`config.mk`:
```
export PLATFORM = sky130hd
export DESIGN_NAME = alu_muldiv_flat
export DESIGN_NICKNAME = d
export VERILOG_FILES = /design/src/rtl/alu_muldiv_if.sv /design/src/rtl/alu_muldiv.sv /design/src/flat_wrapper.sv
export SDC_FILE = /design/constraint.sdc
export NUM_CORES = 1
export LEC_CHECK = 0
export BUFFER_PORTS_ARGS = -buffer_cell sky130_fd_sc_hd__buf_2
export CAP_MARGIN = 5
export CORE_MARGIN = 3
export CORE_UTILIZATION = 41
export CTS_BUF_LIST = sky130_fd_sc_hd__clkbuf_8
export DETAILED_ROUTE_END_ITERATION = 6
export SYNTH_ARGS = -nofsm -noshare
export SYNTH_HDL_FRONTEND = slang
export SYNTH_SLANG_ARGS = --single-unit
```
`constraint.sdc`:
```
create_clock -name clk -period 5.6 [get_ports clk]
set_input_delay 0.84 -clock clk [delete_from_list [all_inputs] [get_ports clk]]
set_output_delay 0.84 -clock clk [all_outputs]
set_load 0.005 [all_outputs]
```
`src/rtl/alu_muldiv_if.sv`:
```
// Request/response bundle between EXU and the multiply/divide unit.
interface alu_muldiv_if #(
  parameter int unsigned BW   = 32,
  parameter int unsigned OP_W = 3
);
  logic            in_valid;
  logic            in_ready;
  logic [OP_W-1:0] op;
  logic [BW-1:0]   d1;
  logic [BW-1:0]   d2;
  logic            out_valid;
  logic            out_ready;
  logic [BW-1:0]   res;
  logic            div_zero;

  modport master (
    output in_valid, op, d1, d2, out_ready,
    input  in_ready, out_valid, res, div_zero
  );

  modport slave (
    input  in_valid, op, d1, d2, out_ready,
    output in_ready, out_valid, res, div_zero
  );
endinterface

```
`src/rtl/alu_muldiv.sv`:
```
// Multi-cycle RV32M-style multiply/divide: shift-add multiply and restoring
// divide on operand magnitudes, one bit per cycle, sign fixed up at the end.
module alu_muldiv #(
  parameter int unsigned BW   = 32,
  parameter int unsigned OP_W = 3
) (
  input  logic        clk,
  input  logic        rst,
  input  logic        flush,
  alu_muldiv_if.slave bus
);
  localparam int unsigned PW    = 2 * BW;
  localparam int unsigned CNT_W = $clog2(BW) + 1;
  localparam logic [CNT_W-1:0] LAST  = CNT_W'(BW - 1);
  localparam logic [BW-1:0]    MIN_V = {1'b1, {(BW-1){1'b0}}};
  localparam logic [BW-1:0]    ONES  = '1;

  localparam logic [OP_W-1:0] OP_MUL    = OP_W'(0);
  localparam logic [OP_W-1:0] OP_MULH   = OP_W'(1);
  localparam logic [OP_W-1:0] OP_MULHSU = OP_W'(2);
  localparam logic [OP_W-1:0] OP_MULHU  = OP_W'(3);
  localparam logic [OP_W-1:0] OP_DIV    = OP_W'(4);
  localparam logic [OP_W-1:0] OP_DIVU   = OP_W'(5);
  localparam logic [OP_W-1:0] OP_REM    = OP_W'(6);
  localparam logic [OP_W-1:0] OP_REMU   = OP_W'(7);

  typedef enum logic [1:0] {IDLE, BUSY, DONE} state_t;

  state_t           state_q, state_d;
  logic [OP_W-1:0]  op_q, op_d;
  logic [BW-1:0]    opnd_q, opnd_d;      // multiplicand or divisor magnitude
  logic [BW:0]      acc_hi_q, acc_hi_d;  // product high / partial remainder
  logic [BW-1:0]    acc_lo_q, acc_lo_d;  // multiplier bits / quotient bits
  logic             neg_q, neg_d;        // product or quotient sign
  logic             rneg_q, rneg_d;      // remainder sign
  logic [CNT_W-1:0] cnt_q, cnt_d;
  logic             in_ready_q, in_ready_d;
  logic             out_valid_q, out_valid_d;
  logic [BW-1:0]    res_q, res_d;
  logic             dz_q, dz_d;

  logic             accept;
  logic             in_div, in_rem, s1, s2, d1_neg, d2_neg, zero_in, ovf_in;
  logic [BW-1:0]    m1, m2;
  logic             is_div_q;
  logic [BW:0]      mul_sum;
  logic [PW:0]      mul_sh;
  logic [BW:0]      div_sh;
  logic [BW+1:0]    div_trial;
  logic [BW:0]      step_hi;
  logic [BW-1:0]    step_lo;
  logic [PW-1:0]    prod, prod_s;
  logic [BW-1:0]    quo, rem, fin_res;

  assign bus.in_ready  = in_ready_q;
  assign bus.out_valid = out_valid_q;
  assign bus.res       = res_q;
  assign bus.div_zero  = dz_q;

  assign accept = bus.in_valid & in_ready_q & ~flush;

  // Request decode: signedness, operand magnitudes, special divide cases
  always_comb begin
    in_div  = (bus.op == OP_DIV) | (bus.op == OP_DIVU) | (bus.op == OP_REM) | (bus.op == OP_REMU);
    in_rem  = (bus.op == OP_REM) | (bus.op == OP_REMU);
    s1      = (bus.op == OP_MULH) | (bus.op == OP_MULHSU) | (bus.op == OP_DIV) | (bus.op == OP_REM);
    s2      = (bus.op == OP_MULH) | (bus.op == OP_DIV) | (bus.op == OP_REM);
    d1_neg  = s1 & bus.d1[BW-1];
    d2_neg  = s2 & bus.d2[BW-1];
    m1      = d1_neg ? -bus.d1 : bus.d1;
    m2      = d2_neg ? -bus.d2 : bus.d2;
    zero_in = in_div & (bus.d2 == '0);
    ovf_in  = ((bus.op == OP_DIV) | (bus.op == OP_REM)) & (bus.d1 == MIN_V) & (bus.d2 == ONES);
  end

  // One iteration of shift-add multiply or restoring divide, plus final sign fix-up
  always_comb begin
    is_div_q  = (op_q == OP_DIV) | (op_q == OP_DIVU) | (op_q == OP_REM) | (op_q == OP_REMU);
    mul_sum   = acc_hi_q + (acc_lo_q[0] ? {1'b0, opnd_q} : '0);
    mul_sh    = {mul_sum, acc_lo_q} >> 1;
    div_sh    = {acc_hi_q[BW-1:0], acc_lo_q[BW-1]};
    div_trial = {1'b0, div_sh} - {2'b00, opnd_q};
    step_hi   = mul_sh[PW:BW];
    step_lo   = mul_sh[BW-1:0];
    if (is_div_q) begin
      if (!div_trial[BW+1]) begin
        step_hi = div_trial[BW:0];
        step_lo = {acc_lo_q[BW-2:0], 1'b1};
      end else begin
        step_hi = div_sh;
        step_lo = {acc_lo_q[BW-2:0], 1'b0};
      end
    end
    prod   = {step_hi[BW-1:0], step_lo};
    prod_s = neg_q ? -prod : prod;
    quo    = neg_q ? -step_lo : step_lo;
    rem    = rneg_q ? -step_hi[BW-1:0] : step_hi[BW-1:0];
    case (op_q)
      OP_MUL:                       fin_res = prod_s[BW-1:0];
      OP_MULH, OP_MULHSU, OP_MULHU: fin_res = prod_s[PW-1:BW];
      OP_DIV, OP_DIVU:              fin_res = quo;
      default:                      fin_res = rem;
    endcase
  end

  // State register
  always_ff @(posedge clk or posedge rst) begin
    if (rst) state_q <= IDLE;
    else     state_q <= state_d;
  end

  // Next-state logic; flush overrides every transition
  always_comb begin
    state_d = state_q;
    case (state_q)
      IDLE:    if (accept) state_d = (zero_in | ovf_in) ? DONE : BUSY;
      BUSY:    if (cnt_q == LAST) state_d = DONE;
      DONE:    if (bus.out_ready) state_d = IDLE;
      default: state_d = IDLE;
    endcase
    if (flush) state_d = IDLE;
  end

  // Output/datapath next values
  always_comb begin
    op_d        = op_q;
    opnd_d      = opnd_q;
    acc_hi_d    = acc_hi_q;
    acc_lo_d    = acc_lo_q;
    neg_d       = neg_q;
    rneg_d      = rneg_q;
    cnt_d       = cnt_q;
    out_valid_d = out_valid_q;
    res_d       = res_q;
    dz_d        = dz_q;
    in_ready_d  = (state_d == IDLE);
    case (state_q)
      IDLE: begin
        if (accept) begin
          op_d     = bus.op;
          opnd_d   = in_div ? m2 : m1;
          acc_lo_d = in_div ? m1 : m2;
          acc_hi_d = '0;
          neg_d    = d1_neg ^ d2_neg;
          rneg_d   = d1_neg;
          cnt_d    = '0;
          if (zero_in) begin
            out_valid_d = 1'b1;
            dz_d        = 1'b1;
            res_d       = in_rem ? bus.d1 : ONES;
          end else if (ovf_in) begin
            out_valid_d = 1'b1;
            dz_d        = 1'b0;
            res_d       = in_rem ? '0 : MIN_V;
          end
        end
      end
      BUSY: begin
        acc_hi_d = step_hi;
        acc_lo_d = step_lo;
        cnt_d    = cnt_q + CNT_W'(1);
        if (cnt_q == LAST) begin
          cnt_d       = '0;
          out_valid_d = 1'b1;
          dz_d        = 1'b0;
          res_d       = fin_res;
        end
      end
      DONE:    if (bus.out_ready) out_valid_d = 1'b0;
      default: ;
    endcase
    if (flush) begin
      out_valid_d = 1'b0;
      cnt_d       = '0;
    end
  end

  // Datapath and output registers
  always_ff @(posedge clk or posedge rst) begin
    if (rst) begin
      op_q        <= '0;
      opnd_q      <= '0;
      acc_hi_q    <= '0;
      acc_lo_q    <= '0;
      neg_q       <= 1'b0;
      rneg_q      <= 1'b0;
      cnt_q       <= '0;
      in_ready_q  <= 1'b0;
      out_valid_q <= 1'b0;
      res_q       <= '0;
      dz_q        <= 1'b0;
    end else begin
      op_q        <= op_d;
      opnd_q      <= opnd_d;
      acc_hi_q    <= acc_hi_d;
      acc_lo_q    <= acc_lo_d;
      neg_q       <= neg_d;
      rneg_q      <= rneg_d;
      cnt_q       <= cnt_d;
      in_ready_q  <= in_ready_d;
      out_valid_q <= out_valid_d;
      res_q       <= res_d;
      dz_q        <= dz_d;
    end
  end
endmodule

```
`src/flat_wrapper.sv`:
```
// flat-port wrapper written by rule: the top's interface ports become plain ports
module alu_muldiv_flat 
#(
  parameter int unsigned BW   = 32,
  parameter int unsigned OP_W = 3
)
  (clk, rst, flush, bus_in_valid, bus_op, bus_d1, bus_d2, bus_out_ready, bus_in_ready, bus_out_valid, bus_res, bus_div_zero);
  alu_muldiv_if #(.BW(BW), .OP_W(OP_W)) bus_i ();
  input  logic clk;
  input  logic rst;
  input  logic flush;
  input wire logic [$bits(bus_i.in_valid)-1:0] bus_in_valid;
  input wire logic [$bits(bus_i.op)-1:0] bus_op;
  input wire logic [$bits(bus_i.d1)-1:0] bus_d1;
  input wire logic [$bits(bus_i.d2)-1:0] bus_d2;
  input wire logic [$bits(bus_i.out_ready)-1:0] bus_out_ready;
  output wire logic [$bits(bus_i.in_ready)-1:0] bus_in_ready;
  output wire logic [$bits(bus_i.out_valid)-1:0] bus_out_valid;
  output wire logic [$bits(bus_i.res)-1:0] bus_res;
  output wire logic [$bits(bus_i.div_zero)-1:0] bus_div_zero;
  assign bus_i.in_valid = bus_in_valid;
  assign bus_i.op = bus_op;
  assign bus_i.d1 = bus_d1;
  assign bus_i.d2 = bus_d2;
  assign bus_i.out_ready = bus_out_ready;
  assign bus_in_ready = bus_i.in_ready;
  assign bus_out_valid = bus_i.out_valid;
  assign bus_res = bus_i.res;
  assign bus_div_zero = bus_i.div_zero;
  alu_muldiv #(.BW(BW), .OP_W(OP_W)) u_core (.clk(clk), .rst(rst), .flush(flush), .bus(bus_i));
endmodule
```
* After elaboration in Yosys (flattened, before gate mapping)
Cells that the tools add are included.
Operators by class: equality and inequality tests 25, $add $sub $neg 8, bitwise operators 23, muxes and demuxes 46, reductions and logical operators 14
Operator list (count):
- $mux 32 | 15
- $neg 32->32 | 4
- $pmux 32 s2 | 2
- $mux 33 | 3
- $pmux 32 s3 | 1
- $pmux 33 s2 | 1
- $eq 32x32->1 const B | 2
- $mux 64 | 1
- $neg 64->64 | 1
- $sub 33x32->34 | 1
- $add 33x33->33 | 1
- $logic_not 32->1 | 1
- $eq 3x3->1 const B | 8
- $mux 6 | 3
- $or 1x1->1 | 14
- $pmux 6 s2 | 1
- $mux 1 | 11
- $mux 2 | 5
- $eq 3x2->1 const B | 3
- $and 1x1->1 | 7
- $add 6x1->6 const B | 1
- $eq 3x1->1 const B | 2
- $eq 6x5->1 const B | 1
- $ne 3x2->1 const B | 2
- 21 further kinds | 25
Storage, ports and cells: word-level logic and storage cells 128, bits in registers 145, output and inout bits 35, bits of input ports 72

* Longest topological paths before layout
word-level depth 11, mapped depth 27, gate-level depth less buffers 23

* Least setup slack after synthesis
No wires, ideal clock.
kind register to register, start point register u_core.acc_hi_q[25], end point register u_core.res_q[30], in the netlist u_core.bus.res[30], setup time 0.128 ns, buffers on the path 4, setup slack 0.017 ns, clock period less this slack 5.583 ns, cell stages (with the launch flop) 27, data required time 5.472 ns, arrival 5.455 ns, path through dfrtp_1 ha_1 buf_6 a21o_1 a31o_1 a2111oi_4 o21ai_1 nor2_1 buf_2 buf_2 buf_1 a21oi_1 inv_1 ha_1 nor3b_1 o221ai_1 nor3_1 and2_1 nand2_1 nor3_1 nand3_1 nor3_1 nand3_1 o31ai_1 xnor2_1 a221oi_1 o21ai_1
Between the ends: longest elaborated chain between the ends 8, elaborated cells on any way between the ends 15, classes of those cells add/sub (5); mux (10)
Ends and longest elaborated chain:
- start, declared | RTL line alu_muldiv.sv:32 | logic [BW:0] acc_hi_q, acc_hi_d;
- start signal, assigned | RTL line alu_muldiv.sv:195 | acc_hi_q <= acc_hi_d;
- $sub 33x32->34 | RTL line alu_muldiv.sv:82 | div_trial = {1'b0, div_sh} - {2'b00, opnd_q};
- $mux 1 / $mux 33 (equally long branches) | RTL line alu_muldiv.sv:86 | if (!div_trial[BW+1]) begin
- $mux 32 / $mux 33 (equally long branches) | RTL line alu_muldiv.sv:85 | if (is_div_q) begin
- $neg 64->64, or another cell as far along | RTL line alu_muldiv.sv:95 | prod_s = neg_q ? -prod : prod;
- $mux 64, or another cell as far along | RTL line alu_muldiv.sv:95
- $pmux 32 s3 (*) | RTL line alu_muldiv.sv:98 | case (op_q)
- $mux 32 (*) | RTL line alu_muldiv.sv:162 | if (cnt_q == LAST) begin
- $pmux 32 s2 (*) | RTL line alu_muldiv.sv:137 | case (state_q)
- end signal, assigned | RTL line alu_muldiv.sv:202 | res_q <= res_d;
- end, declared | RTL line alu_muldiv.sv:39 | logic [BW-1:0] res_q, res_d;
Mark *: on every way between the ends. The rest lies on a longest branch, timed or not. The select of a mux whose other input is x is not followed. A chain may end at the register's enable or synchronous reset.

* Final worst setup path
start point register u_core.acc_hi_q[27], end point register u_core.res_q[15], in the netlist u_core.bus.res[15]
Between the ends: longest elaborated chain between the ends 8, elaborated cells on any way between the ends 14, classes of those cells add/sub (4); mux (10)
Ends and longest elaborated chain (RTL line):
- $sub 33x32->34 (*) | alu_muldiv.sv:82
- $mux 1 / $mux 33 (equally long branches) | alu_muldiv.sv:86
- $mux 32 / $mux 33 (equally long branches) | alu_muldiv.sv:85
- $neg 64->64, or another cell as far along | alu_muldiv.sv:95
- $mux 64, or another cell as far along | alu_muldiv.sv:95
- $pmux 32 s3 (*) | alu_muldiv.sv:98
- $mux 32 (*) | alu_muldiv.sv:162
- $pmux 32 s2 (*) | alu_muldiv.sv:137
Marked as above.

==> results.md <==
* CP max stage delay at 0.49 ns
* Core Region at 0.03901 mm2
* Post-CTS setup buffers at 0
* Layout cells sized above 1 at 12.78%
* Worst skew pair latency at 0.53 ns
* DR DRC count at 0
* Adder-cell share of the synthesized area at 5.899%
* GRT Residual Overflow at 0
* Final count of pins violating max slew at 0
* Post-Place Cells at 2,841
* TritonCTS clock tree: done
* Worst VDD drop at 0.0002021 V
* Critical-path cell list: ha_1 > a21o_1 > a31o_1 > a2111oi_4 > a21boi_2 > buf_4 > buf_4 > nand2_1 > buf_4 > mux2_2 > a21oi_1 > or3b_1 > o41ai_1 > buf_4 > xnor2_1 > nor2_1 > o41ai_1 > buf_4 > a31oi_1
* Outcome: completed
* CTS Sinks at 145
* Switching pwr at 0.004611 W
* Slowest CP cell: o41ai_1
* Largest net degree at the start of global routing at 118
* CP Capture Type: flop
* Top FF cell, synth: dfrtp_1
* First-pass GRT wire length at 106.3 mm
* CP bufs+invs at 5
* Max Clk Rate at 186.0 MHz
* Via count of the first global-routing pass at 16,670
* Int Power at 0.003985 W
* CP max FO at 16
* Gpl congestion at 0.9877
* Critical Path Source Type: flop
* Syn Inst Count at 2,255
* EDFF count, synth at 0
* Slew @ Worst Pin at 1.104 ns
* Proportion of synthesized area in mux cells at 3.499%
* Period utilization at 95.99%
* Total CTS buffers at 17
* XOR/XNOR Fraction of Synth Area at 9.467%
* Static leakage at 7.584 nW
* CP required at 6.00 ns
* HPWL after DPL at 56.00 mm
* Worst Hold Class: in2async
* Compound-gate portion of the synthesized area at 31.36%
* # IOs at 107
* Drt first-iter violations at 2,050
* Die area at 0.04237 mm2
* Drt pass-1 iters at 6
* Routed Antenna Nets at 0
* Clk pwr share at 11.6%
* Skew final at 0.03288 ns
* Post-layout util at 46.88%
* Vias per cell at 6.347
* Seq pwr share at 20.2%
* Min cycle time layout at 5.375 ns
* Pwr per Cell Area at 470.0 mW/mm2
* Cell area after synthesis at 0.01638 mm2
* Routed len/inst at 24.88 um
* Initial antenna violation count at 4
* Htree depth at 4
* Most common cell on crit path: buf_4
* Row count at 72
* Clk buf depth at 2
* Die Height at 205.9 um
* Number of cells on the critical path at 19
* Root buffer cell: clkbuf_8
* Chip width at 205.9 um
* Max-slew headroom at 25.90%
* GRT Total Usage at 33.19%
* CP Class: reg2reg
* Largest family of logic cells by synthesized area: compound AO/OA/AOI/OAI gates
* Final setup viols at 0
* Worst path arrival time at 5.77 ns
* Setup TNS at 0 ns
* Final wirelength at 71.48 mm
* Initial Util at 41.98%
* Tot Pwr at 0.008595 W
* Via count at 18,230
* Final nets at 2,490
* Synth Area per Inst at 7.262 um2
* Switching Share at 53.64%
* Synthesis warning total at 0
* Register area share after synthesis at 22.16%
* Worst r2r path cells at 19
* CP top delay family: compound AO/OA/AOI/OAI gates
* Ys async rst share at 100.0%
* Ant diodes at 0
* Number of distinct library cells after synthesis at 91
* Area Growth Syn to Fin at 11.67%
* Max Cap Viol at 0
* Flops & latches, synth at 145
* Post-Synth Simple-Gate Area at 22.72%
* Clk slew on worst S/H paths at 0.11 ns
* Buffers on Ports at 106
* Hold slack at 0.3928 ns
* Hold violation count in the final report at 0
* Post-synth net total at 2,403
* Logic pwr share at 68.2%
* Final non-filler cell total at 2,873
-- final cells by class --
cell class / instances / area [um2]
flip-flops and latches: 145 / 3632
well taps: 518 / 648.1
inverters: 64 / 245.2
multi-input cells: 1904 / 11990
repair buffers: 210 / 1326
clock buffers: 18 / 247.7
clock inverters: 14 / 196.4
fillers: 4037 / 20720
-- Yosys cell counts, types with 16 or more instances --
master	n	area share (%)
a21o_1	30	1.4
a21oi_1	225	6.9
a31oi_1	32	1.2
and2_1	49	1.9
buf_1	16	0.37
buf_2	18	0.55
clkbuf_1	107	2.5
dfrtp_1	145	22
ha_1	74	5.7
inv_1	64	1.5
mux2_2	18	1.2
mux2i_1	37	2.3
nand2_1	232	5.3
nand2b_1	23	0.88
nand3_1	37	1.1
nand4_1	28	1.1
nor2_1	201	4.6
nor3_1	72	2.2
nor4_1	17	0.65
o211ai_1	30	1.4
o21a_1	21	0.96
o21ai_0	252	7.7
o21ai_1	21	0.64
o22ai_1	28	1.1
o31ai_1	35	1.6
or3_1	26	0.99
xnor2_1	91	4.9
xor2_1	86	4.6
-- power by group through the flow --
stage	Clock, W	Sequential [W]	Combinational [W]
after CTS	0.00101	0.00172	0.00574
final	0.000997	0.00173	0.00587
after detailed placement	0	0.00174	0.00571
after global routing	0.00104	0.00177	0.00631
after global placement	0	0.00173	0.00569
after floorplan	0	0.00158	0.00379
-- through the flow --
stage / cell area [um2] / setup slack [ns]
4_1_cts: 18260 / 0.07375
3_5_place_dp: 17810 / 0.1548
2_1_floorplan: 16380 / 0.01679
6_report: 18290 / 0.2246
5_1_grt: 18290 / -0.007574
3_3_place_gp: 17810 / 0.2578
-- cells in the final DEF, fill, tap and decap left out, types with 8 or more instances in the layout --
master	n
nand2_1	231
o22ai_1	28
or3_1	26
a21oi_1	225
and3_1	12
and2_1	49
o31ai_1	35
o21ai_1	19
nor3b_1	11
o21a_1	20
o21ai_0	252
nand2b_1	23
a311oi_1	8
buf_2	105
nor4_1	17
a2111oi_0	8
mux2_2	18
clkbuf_8	18
a221oi_1	11
o211ai_1	30
dfrtp_1	144
inv_1	63
ha_1	74
xor2_1	86
a211oi_1	9
nor2_1	200
and4_1	8
nor3_1	70
nand4_1	28
mux2i_1	37
nand3_1	36
a21o_1	30
a22o_1	14
a31oi_1	32
xnor2_1	91
o221ai_1	8
nor2b_1	15
buf_4	104
-- worst register-to-register path, delay by kind of cell, from the launching register on --
kind | cells | cell delay (ns)
AOI/OAI and AO/OA | 8 | 2.35
DFF | 1 | 0.44
xor gates and xnor gates | 1 | 0.11
and+or+nand+nor | 3 | 0.62
muxes | 1 | 0.30
buffers and inverters | 5 | 1.04
adders and majority gates | 1 | 0.38
-- final timing paths --
path	endpoint	slack (ns)	startpoint
min in group clk	u_core.bus.div_zero	0.50	u_core.bus.div_zero
worst min-delay path	u_core.opnd_q[4]	0.39	rst
max in group asynchronous	u_core.opnd_q[28]	4.08	rst
worst max register to register	u_core.bus.res[15]	0.22	u_core.acc_hi_q[27]
worst max-delay path	u_core.bus.res[15]	0.22	u_core.acc_hi_q[27]
worst min register to register	u_core.bus.div_zero	0.50	u_core.bus.div_zero
-- logic make-up (layout without fill, tap and decap cells) --
family,after synthesis,in the layout
muxes,55,55
AOI/OAI and AO/OA,825,825
and+or+nand+nor,771,771
DFF,145,145
adders and majority gates,76,76
xor gates and xnor gates,177,177
buffers and inverters,206,306
-- layer usage --
metal  part of all wire [%]  global-route usage, %  up-vias  routed length, um
met2                     44                  51.74      927              31630
met5                  0.034                      0        -                 24
li1                       -                      -     8446                  -
met3                    8.2                  5.497      157               5876
met4                    4.8                  14.40        4               3423
met1                     43                  45.40     8700              30530
-- repair_timing --
item                                   in CTS  in global routing
hold buffers                                0                  0
endpoints found under the hold margin       0                  0
resized for setup                           0                  6
setup endpoints to repair                   0                 14
-- sequential cells by signal, indices dropped and copies added (netlist names) --
signal / count
u_core.bus.div_zero: 1
u_core.cnt_q: 6
u_core.acc_lo_q: 32
u_core.neg_q: 1
u_core.state_q: 2
u_core.rneg_q: 1
u_core.op_q: 3
u_core.bus.res: 32
u_core.opnd_q: 32
u_core.acc_hi_q: 33
u_core.bus.in_ready: 1
u_core.bus.out_valid: 1
Power figures use the tool's default switching activity.
